## src/rtl/pim_conv_slicer.sv

```systemverilog
// pim_conv_slicer: bit-sliced 3x3 PIM convolution sequencer.
// Issues every activation-slice x weight-slice op per filter and shift-accumulates the ADC results.
module pim_conv_slicer #(
   parameter  int DATA_W    = 6,
   parameter  int SLICE_W   = 3,
   parameter  int W_SLICES  = 2,
   parameter  int N_FILT    = 4,
   parameter  int ADC_P     = 6,
   parameter  int PIM_LAT   = 1,
   localparam int IN_SLICES = DATA_W / SLICE_W,
   localparam int K         = IN_SLICES * W_SLICES,
   localparam int MAX_SH    = SLICE_W * (IN_SLICES + W_SLICES - 2),
   localparam int ACC_W     = ADC_P + MAX_SH + $clog2(K),
   localparam int ADDR_W    = (N_FILT * W_SLICES > 1) ? $clog2(N_FILT * W_SLICES) : 1,
   localparam int FILT_W    = (N_FILT > 1) ? $clog2(N_FILT) : 1
) (
   input  logic                   clk,
   input  logic                   rst_n,
   input  logic                   clear,
   input  logic                   in_valid,
   output logic                   in_ready,
   input  logic [9*DATA_W-1:0]    in_data,
   output logic [9*SLICE_W-1:0]   pim_feature,
   output logic [ADDR_W-1:0]      pim_addr,
   output logic                   pim_en,
   input  logic [ADC_P-1:0]       pim_result,
   output logic                   out_valid,
   input  logic                   out_ready,
   output logic [ACC_W-1:0]       out_data,
   output logic [FILT_W-1:0]      out_filter,
   output logic                   out_last
);

   localparam int S_W  = (IN_SLICES > 1) ? $clog2(IN_SLICES) : 1;
   localparam int W_W  = (W_SLICES > 1) ? $clog2(W_SLICES) : 1;
   localparam int SH_W = (MAX_SH > 0) ? $clog2(MAX_SH + 1) : 1;

   // state   | meaning
   // S_IDLE  | waiting for a window, in_ready high
   // S_ISSUE | one PIM op per cycle, s fastest then w
   // S_DRAIN | waiting for in-flight results to land in acc
   // S_OUT   | presenting the filter result until accepted
   typedef enum logic [1:0] {S_IDLE, S_ISSUE, S_DRAIN, S_OUT} state_t;

   state_t               state_q, state_d;
   logic [9*DATA_W-1:0]  taps_q, taps_d;
   logic [FILT_W-1:0]    f_q, f_d;
   logic [S_W-1:0]       s_q, s_d;
   logic [W_W-1:0]       w_q, w_d;
   logic [ACC_W-1:0]     acc_q, acc_d;
   logic [PIM_LAT-1:0]   tok_v_q, tok_v_d;
   logic [SH_W-1:0]      tok_sh_q [PIM_LAT];
   logic [SH_W-1:0]      tok_sh_d [PIM_LAT];
   logic [SH_W-1:0]      cur_sh;
   logic                 drain_busy;

   assign cur_sh = SH_W'(SLICE_W * (int'(s_q) + int'(w_q)));

   // The oldest token lands this cycle, so OUT may follow once nothing younger is in flight.
   always_comb begin
      drain_busy = 1'b0;
      for (int j = 0; j < PIM_LAT - 1; j++) drain_busy = drain_busy | tok_v_q[j];
   end

   always_comb begin
      state_d = state_q;
      taps_d  = taps_q;
      f_d     = f_q;
      s_d     = s_q;
      w_d     = w_q;
      acc_d   = acc_q;
      tok_v_d = '0;
      for (int j = 0; j < PIM_LAT; j++) tok_sh_d[j] = '0;
      for (int j = 1; j < PIM_LAT; j++) begin
         tok_v_d[j]  = tok_v_q[j-1];
         tok_sh_d[j] = tok_sh_q[j-1];
      end
      if (tok_v_q[PIM_LAT-1])
         acc_d = acc_q + (ACC_W'(pim_result) << tok_sh_q[PIM_LAT-1]);

      unique case (state_q)
         S_IDLE: begin
            if (in_valid) begin
               taps_d  = in_data;
               f_d     = '0;
               s_d     = '0;
               w_d     = '0;
               acc_d   = '0;
               state_d = S_ISSUE;
            end
         end
         S_ISSUE: begin
            tok_v_d[0]  = 1'b1;
            tok_sh_d[0] = cur_sh;
            if (s_q == S_W'(IN_SLICES - 1)) begin
               s_d = '0;
               if (w_q == W_W'(W_SLICES - 1)) begin
                  w_d     = '0;
                  state_d = S_DRAIN;
               end else begin
                  w_d = w_q + W_W'(1);
               end
            end else begin
               s_d = s_q + S_W'(1);
            end
         end
         S_DRAIN: begin
            if (!drain_busy) state_d = S_OUT;
         end
         S_OUT: begin
            if (out_ready) begin
               if (f_q == FILT_W'(N_FILT - 1)) begin
                  state_d = S_IDLE;
               end else begin
                  f_d     = f_q + FILT_W'(1);
                  acc_d   = '0;
                  state_d = S_ISSUE;
               end
            end
         end
         default: state_d = S_IDLE;
      endcase

      if (clear) begin
         state_d = S_IDLE;
         tok_v_d = '0;
         for (int j = 0; j < PIM_LAT; j++) tok_sh_d[j] = '0;
         acc_d   = '0;
         f_d     = '0;
         s_d     = '0;
         w_d     = '0;
      end
   end

   always_ff @(posedge clk or negedge rst_n) begin
      if (!rst_n) begin
         state_q  <= S_IDLE;
         taps_q   <= '0;
         f_q      <= '0;
         s_q      <= '0;
         w_q      <= '0;
         acc_q    <= '0;
         tok_v_q  <= '0;
         tok_sh_q <= '{default: '0};
      end else begin
         state_q  <= state_d;
         taps_q   <= taps_d;
         f_q      <= f_d;
         s_q      <= s_d;
         w_q      <= w_d;
         acc_q    <= acc_d;
         tok_v_q  <= tok_v_d;
         tok_sh_q <= tok_sh_d;
      end
   end

   always_comb begin
      pim_en      = 1'b0;
      pim_addr    = '0;
      pim_feature = '0;
      if (state_q == S_ISSUE) begin
         pim_en   = 1'b1;
         pim_addr = ADDR_W'(f_q) * ADDR_W'(W_SLICES) + ADDR_W'(w_q);
         for (int i = 0; i < 9; i++)
            pim_feature[(8-i)*SLICE_W +: SLICE_W] = taps_q[i*DATA_W + int'(s_q)*SLICE_W +: SLICE_W];
      end
   end

   assign in_ready   = (state_q == S_IDLE);
   assign out_valid  = (state_q == S_OUT);
   assign out_data   = out_valid ? acc_q : '0;
   assign out_filter = out_valid ? f_q : '0;
   assign out_last   = out_valid && (f_q == FILT_W'(N_FILT - 1));

endmodule

```

## config.mk

```make
export PLATFORM = sky130hd
export DESIGN_NAME = pim_conv_slicer
export DESIGN_NICKNAME = d
export VERILOG_FILES = /design/src/rtl/pim_conv_slicer.sv
export SDC_FILE = /design/constraint.sdc
export NUM_CORES = 1
export LEC_CHECK = 0
export BUFFER_PORTS_ARGS = -buffer_cell sky130_fd_sc_hd__buf_2
export CORE_MARGIN = 5
export CORE_UTILIZATION = 55
export CTS_BUF_LIST = sky130_fd_sc_hd__clkbuf_8
export DETAILED_ROUTE_END_ITERATION = 10
export GPL_TIMING_DRIVEN = 0
export HOLD_SLACK_MARGIN = 0.05
export PLACE_DENSITY = 0.87
export SLEW_MARGIN = 20
export SYNTH_ARGS = -nofsm -noshare
export SYNTH_HDL_FRONTEND = slang
export SYNTH_SLANG_ARGS = --single-unit
```

## constraint.sdc

```tcl
create_clock -name clk -period 3 [get_ports clk]
set_clock_uncertainty 0.15 [all_clocks]
set_input_delay 0.15 -clock clk [delete_from_list [all_inputs] [get_ports clk]]
set_output_delay 0.15 -clock clk [all_outputs]
set_load 0.01 [all_outputs]
```

==> summary.txt <==
Post-Synth Simple-Gate Area: 16.4%
CP Class: reg2reg
First-pass GRT wire length: 21.2 mm
Vias in the first global route: 4,330
Ant diodes: 0
ANT nets after route: 0
DR pass1 iterations: 4
Routed wire per std cell: 18.1 um
Via density: 5.46
EDFF count, synth: 0
Slew HR: 55.8%
Synth unique cells: 43
Largest family of logic cells by synthesized area: multiplexers
Final WL: 13.1 mm
Area delta synth->final: 33.3%
Crit-path max cell delay: 0.51 ns
R2R Path End: acc_q[12]
Synth warn: 0
Slew Viols, Final: 0
Final Cycle Share: 96.7%
Via count: 3,967
Overflow after GRT: 0
Clock-pin slew on the worst setup and hold paths: 0.09 ns
Post-synthesis mux area share: 22.2%
Largest net degree at the start of global routing: 55
Core Rows: 33
Global placement routability congestion: 0.937
Final setup fails: 0
Unrepaired setup endpoints after global routing: true
Post-synth top area cell: dfrtp_1
Setup crit end: acc_q[12]
Starting density of the core: 55.9%
Static leakage: 2.84 nW
Primary FF master, synth: dfrtp_1
Cells on worst reg2reg path: 12
WP data required: 3.14 ns
Dpl hpwl: 8.29 mm
Die X: 101 um
Cell Count, Final, Fillers Out: 726
Worst setup path start: tok_sh_q[1]
Die Span Y: 101 um
Nets@finish: 702
CP cell instances: buf_6 > mux2_2 > nand2_1 > o21ai_0 > nor2_1 > a21oi_1 > ha_1 > and3_1 > o21ai_0 > a21oi_2 > or4_1 > nand3_1
Maximum VDD drop: 0.565 mV
Dpl cell area: 0.00530 mm2
CTS tree: yes
FILL cells: 529
CTS sink count: 78
Synth Area in Adders: 5.91%
Crit path time final: 2.90 ns
Setup tns final: 0 ns
Pwr dens: 800 mW/mm2
Proportion of layout cells with a drive suffix above 1: 32.9%
Worst min path class: in2async
# IOs: 115
FMAX: 345 MHz
CP max-delay cell: or4_1
Syn Inst Count: 434
Seq/Total Area, Yosys: 42.7%
Synth Area in XOR/XNOR: 1.34%
Post-Syn Area per Cell: 10.5 um2
Clk root buf: clkbuf_8
Fin. Hold Viols: 0
Num CTS Buffers: 9
Initial antenna violation count: 0
Max-Cap Viols: 0
Critical Path AT: 3.04 ns
R2R setup slack: 0.1 ns
I/O Buffers: 114
Iter 0 DRT Violations: 263
Core region area: 0.00818 mm2
Share of Yosys cell area claimed by the top area cell type: 42.7%
Synth top cells by count: 78 x dfrtp_1, 57 x mux2_2, 37 x mux2i_1
Synth area leaders: dfrtp_1 43%, mux2_2 14%, mux2i_1 8.1%, ha_1 5.5%, nor2b_1 4.4%
Die Area: 0.0102 mm2
Drt drc: 0
#FFs+latches synth: 78
Count leader, synth: dfrtp_1
Clk Latency, worst-skew pair: 0.35 ns
Most used cell along the critical path: o21ai_0
Post-route cell area: 0.00609 mm2
All-Layer GR Usage: 26.4%
Synthesized area: 0.00457 mm2
CP Max Fanout: 10
Ys async rst share: 100%
Reg2Reg Launch Point: tok_sh_q[1]
Startpoint types: flip-flop
Slew @ Worst Pin: 0.664 ns
Compound-gate portion of the synthesized area: 8.35%
Placed instance count: 654
Max clock buf depth: 2
Worst Setup End Kind: flip-flop
Net Count, Synth: 520
Outcome: complete, no violations
H-tree levels: 3
cell type report:
class                      instances  area [um2]  share of cell area [%]
tap                              105         131                    2.16
inverter                          14        52.6                   0.863
clock buffer                       9         124                    2.03
buffer                            22        97.6                    1.60
clock inverter                     7        82.6                    1.36
sequential                        78        1950                    32.0
multi-input combinational        320        2490                    40.9
timing repair buffer             171        1160                    19.0
cells by family (layout without fill, tap and decap cells):
kind of cell,after synthesis,after routing
AO/OA/AOI/OAI,63,63
XOR/XNOR,7,7
adder cells (fa/ha/maj),21,21
buffers and inverters,36,223
flip-flops,78,78
multiplexers,94,94
AND/OR/NAND/NOR,135,135
state kept, by name, summed over array words and instances (netlist names):
signal / cells
tok_sh_q: 3
s_q: 1
tok_v_q: 1
w_q: 1
acc_q: 14
taps_q: 54
state_q: 2
f_q: 2
what timing repair did:
action / in CTS / in global routing
hold buffers: 55 / 0
gates resized for setup: 0 / 9
endpoints found under the setup margin: 0 / 6
setup buffers: 0 / 1
endpoints found under the hold margin: 132 / 0
cells in the final DEF (no fill, tap or decap), types with 9 or more instances in the layout:
master         synthesis  layout
dlygate4sd3_1          0      55
and2_1                23      23
clkbuf_8               0       9
dfrtp_1               78      78
nand2_1               20      20
ha_1                  20      19
clkbuf_1              15      15
nor2_1                25      25
buf_2                  6     118
nor2b_1               32      32
mux2_2                57      57
a21oi_1               16      16
mux2i_1               37      36
inv_1                 14      14
o21ai_0               17      16
how the worst min path moves through the flow:
stage                 from          to  cells after the start
4_1_cts              rst_n    acc_q[7]                      2
3_5_place_dp         rst_n    acc_q[2]                      1
5_1_grt              rst_n    acc_q[7]                      2
3_3_place_gp   in_data[26]  taps_q[26]                      2
2_1_floorplan        rst_n    acc_q[0]                      0
6_report             rst_n    acc_q[7]                      2
critical path: cells and delay by family, from the launching register on:
family / cells / cell delay (ns)
AO/OA/AOI/OAI: 4 / 0.47
adder cells (fa/ha/maj): 1 / 0.36
buffers and inverters: 1 / 0.16
flip-flops: 1 / 0.37
multiplexers: 1 / 0.35
AND/OR/NAND/NOR: 5 / 0.99
power breakdown:
part / switching (mW) / internal (mW) / total (mW)
Sequential: 0.283 / 1.47 / 1.76
Clock: 0.437 / 0.398 / 0.834
Combinational: 1.19 / 1.09 / 2.28
metrics by stage:
| step | hold WS (ns) | setup slack, ns | utilization (%) | power (mW) |
|---|---|---|---|---|
| global route | 0.133 | -0.0184 | 74.5 | 5.14 |
| global placement | 0.232 | 0.116 | 64.5 | 3.69 |
| finish | 0.105 | 0.100 | 74.5 | 4.87 |
| CTS | 0.107 | 0.0391 | 74.1 | 4.71 |
| detailed placement | -0.0554 | 0.0432 | 64.8 | 3.83 |
| floorplan | -0.296 | 0.347 | - | 3.18 |
routing by layer:
metal	track usage, %	wire length, um	part of all wire, %
met5	0	0	0
met4	8.28	268	2.0
met3	7.02	848	6.5
met2	47.5	6790	52
met1	30.7	5220	40
Note: power is estimated with default switching activity, not from simulation.
